## config.mk

```make
export PLATFORM = sky130hd
export DESIGN_NAME = fetch_ibuf
export DESIGN_NICKNAME = d
export VERILOG_FILES = /design/src/rtl/fetch_ibuf_pkg.sv /design/src/rtl/ibuf_fifo.sv /design/src/rtl/fetch_ibuf.sv
export SDC_FILE = /design/constraint.sdc
export NUM_CORES = 2
export LEC_CHECK = 0
export CORE_MARGIN = 2
export CORE_UTILIZATION = 55
export DETAILED_ROUTE_END_ITERATION = 7
export PLACE_DENSITY = 0.77
export SLEW_MARGIN = 10
export SYNTH_ARGS = -nofsm -noshare
export SYNTH_HDL_FRONTEND = slang
export SYNTH_SLANG_ARGS = --single-unit
export TNS_END_PERCENT = 30
```

## constraint.sdc

```tcl
create_clock -name clock -period 30.7 [get_ports clock]
set_clock_uncertainty 0.05 [all_clocks]
set_input_delay 4.605 -clock clock [delete_from_list [all_inputs] [get_ports clock]]
set_output_delay 4.605 -clock clock [all_outputs]
set_load 0.01 [all_outputs]
```

## src/rtl/fetch_ibuf_pkg.sv

```systemverilog
// Shared fetch-stage definitions: WFI encoding, fetch FSM states and the
// buffered instruction record.
package sys_defs;

  localparam logic [31:0] INST_WFI = 32'h1050_0073;

  typedef enum logic [0:0] {
    FETCH_RUN    = 1'b0,
    FETCH_HALTED = 1'b1
  } fetch_state_t;

  typedef struct packed {
    logic [31:0] inst;
    logic [31:0] pc;
  } ibuf_entry_t;

  function automatic int unsigned umin(input int unsigned a, input int unsigned b);
    return (a < b) ? a : b;
  endfunction

endpackage

```

## src/rtl/ibuf_fifo.sv

```systemverilog
// Multi-push / multi-pop circular buffer with a head-window read port.
// The caller guarantees push_cnt_i fits the free space and pop_cnt_i does
// not exceed count_o; flush_i empties the buffer and overrides push/pop.
module ibuf_fifo
  import sys_defs::*;
#(
  parameter int unsigned DEPTH  = 8,
  parameter int unsigned PUSH_W = 3,
  parameter int unsigned POP_W  = 3,
  localparam int unsigned CW    = $clog2(DEPTH + 1),
  localparam int unsigned PW    = $clog2(DEPTH),
  localparam int unsigned PSHW  = $clog2(PUSH_W + 1),
  localparam int unsigned POPW  = $clog2(POP_W + 1)
) (
  input  logic                     clock,
  input  logic                     reset,
  input  logic                     flush_i,
  input  logic [PSHW-1:0]          push_cnt_i,
  input  ibuf_entry_t [PUSH_W-1:0] push_data_i,
  input  logic [POPW-1:0]          pop_cnt_i,
  output logic [CW-1:0]            count_o,
  output ibuf_entry_t [POP_W-1:0]  rd_data_o
);

  ibuf_entry_t   mem_q [DEPTH];
  logic [PW-1:0] head_q, head_d;
  logic [PW-1:0] tail_q, tail_d;
  logic [CW-1:0] count_q, count_d;
  logic [PW-1:0] wr_ptr [PUSH_W];
  logic [PW-1:0] rd_ptr [POP_W];

  // Slot addresses; pointer width makes the modulo-DEPTH wrap implicit.
  always_comb begin
    for (int unsigned i = 0; i < PUSH_W; i++) begin
      wr_ptr[i] = tail_q + PW'(i);
    end
    for (int unsigned i = 0; i < POP_W; i++) begin
      rd_ptr[i] = head_q + PW'(i);
    end
  end

  // Next pointer/occupancy values from this cycle's push and pop counts.
  always_comb begin
    head_d  = head_q;
    tail_d  = tail_q;
    count_d = count_q;
    if (flush_i) begin
      head_d  = '0;
      tail_d  = '0;
      count_d = '0;
    end else begin
      tail_d  = tail_q + PW'(push_cnt_i);
      head_d  = head_q + PW'(pop_cnt_i);
      count_d = count_q + CW'(push_cnt_i) - CW'(pop_cnt_i);
    end
  end

  // Pointer and occupancy registers.
  always_ff @(posedge clock or posedge reset) begin
    if (reset) begin
      head_q  <= '0;
      tail_q  <= '0;
      count_q <= '0;
    end else begin
      head_q  <= head_d;
      tail_q  <= tail_d;
      count_q <= count_d;
    end
  end

  // Entry storage; cleared on reset so the read window shows zeros.
  always_ff @(posedge clock or posedge reset) begin
    if (reset) begin
      for (int unsigned i = 0; i < DEPTH; i++) begin
        mem_q[i] <= '0;
      end
    end else begin
      for (int unsigned i = 0; i < PUSH_W; i++) begin
        if (!flush_i && (PSHW'(i) < push_cnt_i)) begin
          mem_q[wr_ptr[i]] <= push_data_i[i];
        end
      end
    end
  end

  // Head window: entries head+i, regardless of occupancy.
  always_comb begin
    for (int unsigned i = 0; i < POP_W; i++) begin
      rd_data_o[i] = mem_q[rd_ptr[i]];
    end
  end

  assign count_o = count_q;

endmodule

```

## src/rtl/fetch_ibuf.sv

```systemverilog
// Superscalar fetch stage: drives the icache base PC, enqueues the in-order
// hit prefix into a circular buffer, presents the oldest entries to dispatch,
// halts after a WFI and flushes on ROB-head redirects.
module fetch_ibuf
  import sys_defs::*;
#(
  parameter int unsigned FETCH_WIDTH    = 3,
  parameter int unsigned DISPATCH_WIDTH = 3,
  parameter int unsigned IBUF_DEPTH     = 8,
  parameter logic [31:0] RESET_PC       = 32'h0,
  localparam int unsigned KW            = $clog2(FETCH_WIDTH + 1),
  localparam int unsigned TW            = $clog2(DISPATCH_WIDTH + 1),
  localparam int unsigned CW            = $clog2(IBUF_DEPTH + 1)
) (
  input  logic                                 clock,
  input  logic                                 reset,
  input  logic                                 redirect_valid,
  input  logic [31:0]                          redirect_pc,
  input  logic [FETCH_WIDTH-1:0][31:0]         icache_inst,
  input  logic [FETCH_WIDTH-1:0]               icache_hit,
  input  logic [TW-1:0]                        dispatch_take,
  output logic [31:0]                          fetch_pc,
  output logic [DISPATCH_WIDTH-1:0][31:0]      out_inst,
  output logic [DISPATCH_WIDTH-1:0][31:0]      out_pc,
  output logic [DISPATCH_WIDTH-1:0]            out_valid,
  output logic [CW-1:0]                        ibuf_count,
  output logic                                 fetch_stall
);

  fetch_state_t                     state_q, state_d;
  logic [31:0]                      pc_q, pc_d;
  logic [KW-1:0]                    push_cnt;
  logic [TW-1:0]                    pop_cnt;
  logic [CW-1:0]                    count;
  logic                             wfi_enq;
  ibuf_entry_t [FETCH_WIDTH-1:0]    push_data;
  ibuf_entry_t [DISPATCH_WIDTH-1:0] rd_data;
  int unsigned                      hit_len;
  int unsigned                      room;
  int unsigned                      k_lim;
  int unsigned                      k_enq;
  int unsigned                      d_deq;
  logic                             hit_run;

  // Enqueue count: hit prefix, limited by start-of-cycle free space, cut
  // after the first WFI. Free space ignores same-cycle dequeue on purpose
  // so dispatch_take has no combinational path toward the icache side.
  always_comb begin
    hit_len = 0;
    hit_run = 1'b1;
    for (int unsigned i = 0; i < FETCH_WIDTH; i++) begin
      if (hit_run && icache_hit[i]) begin
        hit_len = hit_len + 1;
      end else begin
        hit_run = 1'b0;
      end
    end
    room    = IBUF_DEPTH - 32'(count);
    k_lim   = umin(hit_len, room);
    k_enq   = k_lim;
    wfi_enq = 1'b0;
    for (int unsigned i = 0; i < FETCH_WIDTH; i++) begin
      if (i < k_lim && !wfi_enq && icache_inst[i] == INST_WFI) begin
        k_enq   = i + 1;
        wfi_enq = 1'b1;
      end
    end
    if (redirect_valid || state_q != FETCH_RUN) begin
      k_enq   = 0;
      wfi_enq = 1'b0;
    end
    push_cnt = KW'(k_enq);
  end

  // Dequeue count, clamped to occupancy; a redirect suppresses it.
  always_comb begin
    d_deq = umin(32'(dispatch_take), 32'(count));
    if (redirect_valid) begin
      d_deq = 0;
    end
    pop_cnt = TW'(d_deq);
  end

  // Entries to write: slot j carries PC pc+4*j.
  always_comb begin
    for (int unsigned i = 0; i < FETCH_WIDTH; i++) begin
      push_data[i].inst = icache_inst[i];
      push_data[i].pc   = pc_q + 32'(4 * i);
    end
  end

  // Fetch FSM / PC next state; redirect wins over everything.
  always_comb begin
    state_d = state_q;
    pc_d    = pc_q;
    if (redirect_valid) begin
      state_d = FETCH_RUN;
      pc_d    = redirect_pc & 32'hFFFF_FFFC;
    end else begin
      case (state_q)
        FETCH_RUN: begin
          pc_d = pc_q + (32'(push_cnt) << 2);
          if (wfi_enq) begin
            state_d = FETCH_HALTED;
          end
        end
        FETCH_HALTED: begin
          pc_d = pc_q;
        end
        default: begin
          state_d = FETCH_RUN;
        end
      endcase
    end
  end

  // FSM state and fetch PC registers.
  always_ff @(posedge clock or posedge reset) begin
    if (reset) begin
      state_q <= FETCH_RUN;
      pc_q    <= RESET_PC;
    end else begin
      state_q <= state_d;
      pc_q    <= pc_d;
    end
  end

  ibuf_fifo #(
    .DEPTH  (IBUF_DEPTH),
    .PUSH_W (FETCH_WIDTH),
    .POP_W  (DISPATCH_WIDTH)
  ) u_fifo (
    .clock       (clock),
    .reset       (reset),
    .flush_i     (redirect_valid),
    .push_cnt_i  (push_cnt),
    .push_data_i (push_data),
    .pop_cnt_i   (pop_cnt),
    .count_o     (count),
    .rd_data_o   (rd_data)
  );

  // Dispatch window and status outputs.
  always_comb begin
    for (int unsigned i = 0; i < DISPATCH_WIDTH; i++) begin
      out_inst[i]  = rd_data[i].inst;
      out_pc[i]    = rd_data[i].pc;
      out_valid[i] = (i < 32'(count)) && !redirect_valid;
    end
    fetch_pc    = pc_q;
    ibuf_count  = count;
    fetch_stall = (state_q == FETCH_RUN) && (push_cnt == '0);
  end

endmodule

```

After elaboration in Yosys (flattened, before gate mapping). Cells that the tools add are included.

Register bits after elaboration: 555. Input port bits: 136. Output and inout port bits: 232. Logic and storage cells: 133.

Add/sub/neg operators: 14. Magnitude comparators: 20. Equal/unequal tests: 4. Mux-type cells: 45. Bitwise gates (word level): 7. Reductions and logical operators: 22.

Operator list (number): $bwmux W512 (3); $mux W512 (3); $bmux W64 S3 (3); $demux W64 S3 (3); $mux W64 (9); $mux W32 (4); $eq A32 B29 Y1 const B (3); $lt A1 B32 Y1 const A (2); $add A32 B1 Y32 const B (1); $add A32 B3 Y32 const B (1); $add A32 B4 Y32 (1); $add A32 B4 Y32 const B (1); $lt A2 B32 Y1 const A (1); $lt A32 B32 Y1 (1); $ge A4 B4 Y1 const B (6); $not A3 Y4 (6); $logic_and A1 B1 Y1 (17); $mux W2 (7); $lt A4 B1 Y1 const B (3); $mux W1 (10); $lt A1 B4 Y1 const A (2); $add A3 B1 Y3 const B (2); $add A3 B2 Y3 (2); $add A3 B2 Y3 const B (2); 15 further kinds (19).

Longest topological paths before layout.
Depth in word-level cells: 26. Depth in mapped cells: 24. Gate-level depth less buffers: 23.

Hierarchy. Synthesis repeated with hierarchy kept, for this count alone.

Cells, all modules: 4759. Area total of the unflattened synthesis: 41637.4 um^2.

Modules (own cells, without submodules): ibuf_fifo (instances 1, cells each 4296, area an instance 38194.1 um^2); fetch_ibuf (instances 1, cells each 463, area an instance 3443.3 um^2).

Worst setup path after synthesis. No wires, ideal clock.

Kind: input port to output port. Start point: input port icache_hit[0]. End point: output port fetch_stall. Arrival: 6.626 ns. Setup slack: 19.419 ns. Stages: 10. Cells stage by stage: inv_1 nor2_1 ha_1 o21ai_0 nor2b_1 o311a_1 o21ai_2 nand4b_2 buf_4 a21oi_1.

Cells in the longest elaborated chain, start to end: 21.

RTL lines: start: declaration (RTL line fetch_ibuf.sv:20) `input logic [FETCH_WIDTH-1:0] icache_hit,`; $mux W1 (RTL line fetch_ibuf.sv:52) `if (hit_run && icache_hit[i]) begin`; $add A1 B1 Y2 or $logic_and A1 B1 Y1 (tied branches) (RTL line fetch_ibuf.sv:53, fetch_ibuf.sv:52); $mux W2 or $mux W1 (tied branches) (RTL line fetch_ibuf.sv:52); $add A32 B1 Y32 or $logic_and A1 B1 Y1 (tied branches) (RTL line fetch_ibuf.sv:53, fetch_ibuf.sv:52); $mux W32 (*) (RTL line fetch_ibuf.sv:52); $lt A32 B32 Y1 (RTL line fetch_ibuf_pkg.sv:18) `return (a < b) ? a : b;`; $mux W32 (*) (RTL line fetch_ibuf_pkg.sv:18); $lt A1 B32 Y1 (RTL line fetch_ibuf.sv:63) `if (i < k_lim && !wfi_enq && icache_inst[i] == INST_WFI) begin`; (+3 left out); $logic_and A1 B1 Y1 (2 in series) (RTL line fetch_ibuf.sv:63); $mux W1 (RTL line fetch_ibuf.sv:63); $logic_not A1 Y1 (RTL line fetch_ibuf.sv:63); $logic_and A1 B1 Y1 (2 in series) (RTL line fetch_ibuf.sv:63); $mux W2 (*) (RTL line fetch_ibuf.sv:63); $mux W2 (*) (RTL line fetch_ibuf.sv:68) `if (redirect_valid || state_q != FETCH_RUN) begin`; $logic_not A2 Y1 (*) (RTL line fetch_ibuf.sv:152) `fetch_stall = (state_q == FETCH_RUN) && (push_cnt == '0);`; $logic_and A1 B1 Y1 (*) (RTL line fetch_ibuf.sv:152); end: declaration (RTL line fetch_ibuf.sv:27) `output logic fetch_stall`.

Every way passes the cells marked *; elsewhere a longest branch is shown, timed or not.

Final worst setup path.
Start point: input port icache_inst[4] (netlist bit). End point: output port fetch_stall.

Cells in the longest elaborated chain, start to end: 14.

RTL lines: start: declaration (RTL line fetch_ibuf.sv:19) `input logic [FETCH_WIDTH-1:0][31:0] icache_inst,`; $eq A32 B29 Y1 (*) (RTL line fetch_ibuf.sv:63); $logic_and A1 B1 Y1 (*) (RTL line fetch_ibuf.sv:63); $mux W1 (RTL line fetch_ibuf.sv:63); $logic_not A1 Y1 (RTL line fetch_ibuf.sv:63); $logic_and A1 B1 Y1 (2 in series) (RTL line fetch_ibuf.sv:63); $mux W1 (RTL line fetch_ibuf.sv:63); $logic_not A1 Y1 (RTL line fetch_ibuf.sv:63); $logic_and A1 B1 Y1 (2 in series) (RTL line fetch_ibuf.sv:63); $mux W2 (*) (RTL line fetch_ibuf.sv:63); $mux W2 (*) (RTL line fetch_ibuf.sv:68); $logic_not A2 Y1 (*) (RTL line fetch_ibuf.sv:152); $logic_and A1 B1 Y1 (*) (RTL line fetch_ibuf.sv:152).

Marks and branches as above.

==> flow_summary.json <==
{
  "rsz0062_at_grt": "false",
  "pre_cts_ws_ps": 17650,
  "hpwl_mm": 91.4,
  "power_frac_clock_pct": 15.8,
  "grt-ovfl-total": 0,
  "antenna_found_initial": 11,
  "grt_max_degree": 92,
  "critPathRequiredTime_ps": 26050,
  "cts_resized": 0,
  "vdd_ir_drop_max_mv": 0.0878,
  "die_area_um2": 73500,
  "clock_latency_ps": 670,
  "routed_wl_mm": 157,
  "fmax_mhz": 75.6,
  "cts_tree": "yes",
  "drt-initial-drc-count": 6635,
  "die_width_um": 271,
  "netlist.top_cell.by_area": "dfrtp_1",
  "path_clk_slew_ps": 60,
  "power_frac_seq_pct": 28.1,
  "areaGrowthSynthToFinish_pct": 14.4,
  "ys_types": 71,
  "critPathCapture": "fetch_stall",
  "gp_congestion": 0.990,
  "setup_violations": 0,
  "grt_util_met3_pct": 14.5,
  "p_switching_mw": 2.00,
  "internal_power_mw": 2.90,
  "root_buffer": "clkbuf_16",
  "final_nets": 4223,
  "p_leak_nw": 16.1,
  "synth_edf_count": 0,
  "hold_viol_final": 0,
  "utilization_pct": 63.8,
  "path_max_fanout": 17,
  "run_status": "finished clean",
  "synth_cells": 4058,
  "htreeDepth": 2,
  "ff2ff_path_depth": 21,
  "initial_core_util_pct": 55.8,
  "drive_gt1_share_pct": 15.0,
  "ys_top_cells_by_area": "dfrtp_1 35%, mux2i_1 13%, mux4_2 11%",
  "ys_dominant_reg_cell": "dfrtp_1",
  "tightest_slew_ps": 1310,
  "cts_hold_buffers": 0,
  "period_needed_ps": 13220,
  "power.total_mw": 4.90,
  "wl_per_cell_um": 31.0,
  "fin_cells": 5058,
  "ys_top_cells_by_count": "553 x dfrtp_1, 491 x mux2i_1, 382 x a21oi_1, 374 x nand2_1, 342 x o22ai_1",
  "arrival_ps": 8560,
  "die_h_um": 271,
  "dr.pass1.iters": 6,
  "maxCapViolations": 0,
  "synth_top_area_share_pct": 35.2,
  "ant_nets": 0,
  "synth_sequential_area_ratio_pct": 35.2,
  "regToRegSetupSlack_ps": 24200,
  "coreArea_um2": 70400,
  "setup_slack_ps": 17480,
  "vias": 37800,
  "rows": 97,
  "use_met1_pct": 53.6,
  "io_pins": 368,
  "startpoint": "icache_inst[4]",
  "port_buffers": 363,
  "holdCritPathClass": "reg2reg",
  "finalSetupTns_ps": 0,
  "yosysMostFrequentCell": "dfrtp_1",
  "cp-end-kind": "primary output",
  "use_met2_pct": 59.7,
  "share_comb_of_total_power_pct": 56.1,
  "avgSynthCellArea_um2": 9.68,
  "cts_buffers": 60,
  "rr_endpoint": "fetch_pc[25]",
  "synth_warnings": 0,
  "async_flop_share_pct": 100,
  "grt_usage_pct": 41.5,
  "vias_per_cell": 7.48,
  "grt_pass1_vias": 36700,
  "post_cts_buffers": 0,
  "relSlewSlack_pct": 11.6,
  "top_usage_layer": "met2",
  "maxSlewViolCount": 0,
  "critical_path.reg2reg.startpoint": "u_fifo.count_o[0]",
  "p_per_area_nw_per_um2": 109,
  "synth-seq-cells": 553,
  "worst-setup-path-type": "in2out",
  "clock_sinks": 553,
  "crit_path_start_kind": "input port",
  "p_sw_share_pct": 40.8,
  "grt_pass1_wl_mm": 232,
  "clockBufferDepth": 3,
  "drcViolationCount": 0,
  "synth_area_um2": 39300,
  "place_inst": 4941,
  "period_share_pct": 43.1
}
-- cell usage in the layout, fill, tap and decap left out, drive strengths merged, types with 22 or more instances in the layout --
| cell | count |
|---|---|
| nor2 | 157 |
| inv | 29 |
| buf | 74 |
| xnor2 | 53 |
| nand3 | 38 |
| o22ai | 343 |
| xor2 | 36 |
| dfrtp | 553 |
| mux4 | 192 |
| clkdlybuf4s50 | 362 |
| nor3 | 26 |
| nand4 | 32 |
| a221oi | 90 |
| clkbuf | 93 |
| nor4 | 23 |
| a31oi | 22 |
| a21oi | 382 |
| and3 | 31 |
| nand2 | 374 |
| mux2 | 195 |
| o21ai | 313 |
| mux2i | 491 |
-- power groups by stage --
stage               Sequential, mW  Combinational [mW]  Clock (mW)
CTS                           1.35                2.70       0.771
global placement              1.34                2.62           0
finish                        1.38                2.75       0.777
detailed placement            1.36                2.68           0
global route                  1.40                2.90       0.800
floorplan                     1.24                1.73           0
-- worst min path at each step --
stage                                  from           endpoint  slack [ps]  cells past startpoint
after global routing        u_fifo.mem_q[1]    u_fifo.mem_q[1]         490                      1
after CTS                  u_fifo.mem_q[64]   u_fifo.mem_q[64]         480                      1
after global placement    u_fifo.mem_q[385]  u_fifo.mem_q[385]         460                      1
after floorplan            u_fifo.mem_q[64]   u_fifo.mem_q[64]         440                      1
final                      u_fifo.mem_q[64]   u_fifo.mem_q[64]         480                      1
after detailed placement    u_fifo.mem_q[1]    u_fifo.mem_q[1]         460                      1
-- cell type report --
class                   instances  area (µm²)
flip-flops and latches        553       13800
diodes                          8        20.0
clock inverters                16         241
multi-input cells            2982       23500
clock buffers                  93        1820
repair buffers                436        4180
fillers                      5606       25500
well taps                     940        1180
inverters                      30         120
-- worst max-delay path: stages --
cell and delay [ps]:
clkdlybuf4s50_1 700, nor4bb_1 450, nand4_1 380, or3_1 650, o211ai_2 260, nand4b_2 490, a21oi_1 400, clkdlybuf4s50_1 600
-- sequential cells by signal (all words and copies together) (netlist names) --
name and cells:
u_fifo.count_o 4, u_fifo.tail_q 3, state_q 1, u_fifo.mem_q 512, u_fifo.head_q 3, fetch_pc 30
-- metal layers --
metal  part of all wire [%]  vias up
met5                  0.040        -
met4                    7.2        4
met1                     35    18000
met3                     16      866
met2                     42     3606
li1                       -    15300
-- cell families after synthesis --
logic type                 count (synthesis)  synth area share, %
AOI/OAI and AO/OA                       1250                 18.8
muxes                                    878                 29.1
and+or+nand+nor                          738                 8.47
DFF                                      553                 35.2
buffers and inverters                    525                 5.48
xor gates and xnor gates                  89                 1.99
adders and majority gates                 24                0.860
other                                      1              0.00955
-- metrics by stage --
step,hold WS (ps),cell area (µm²)
after CTS,481,44900
final,480,44900
after global placement,460,42900
after global routing,491,44900
after detailed placement,463,42900
after floorplan,438,39300
(Power assumes the default switching activity.)
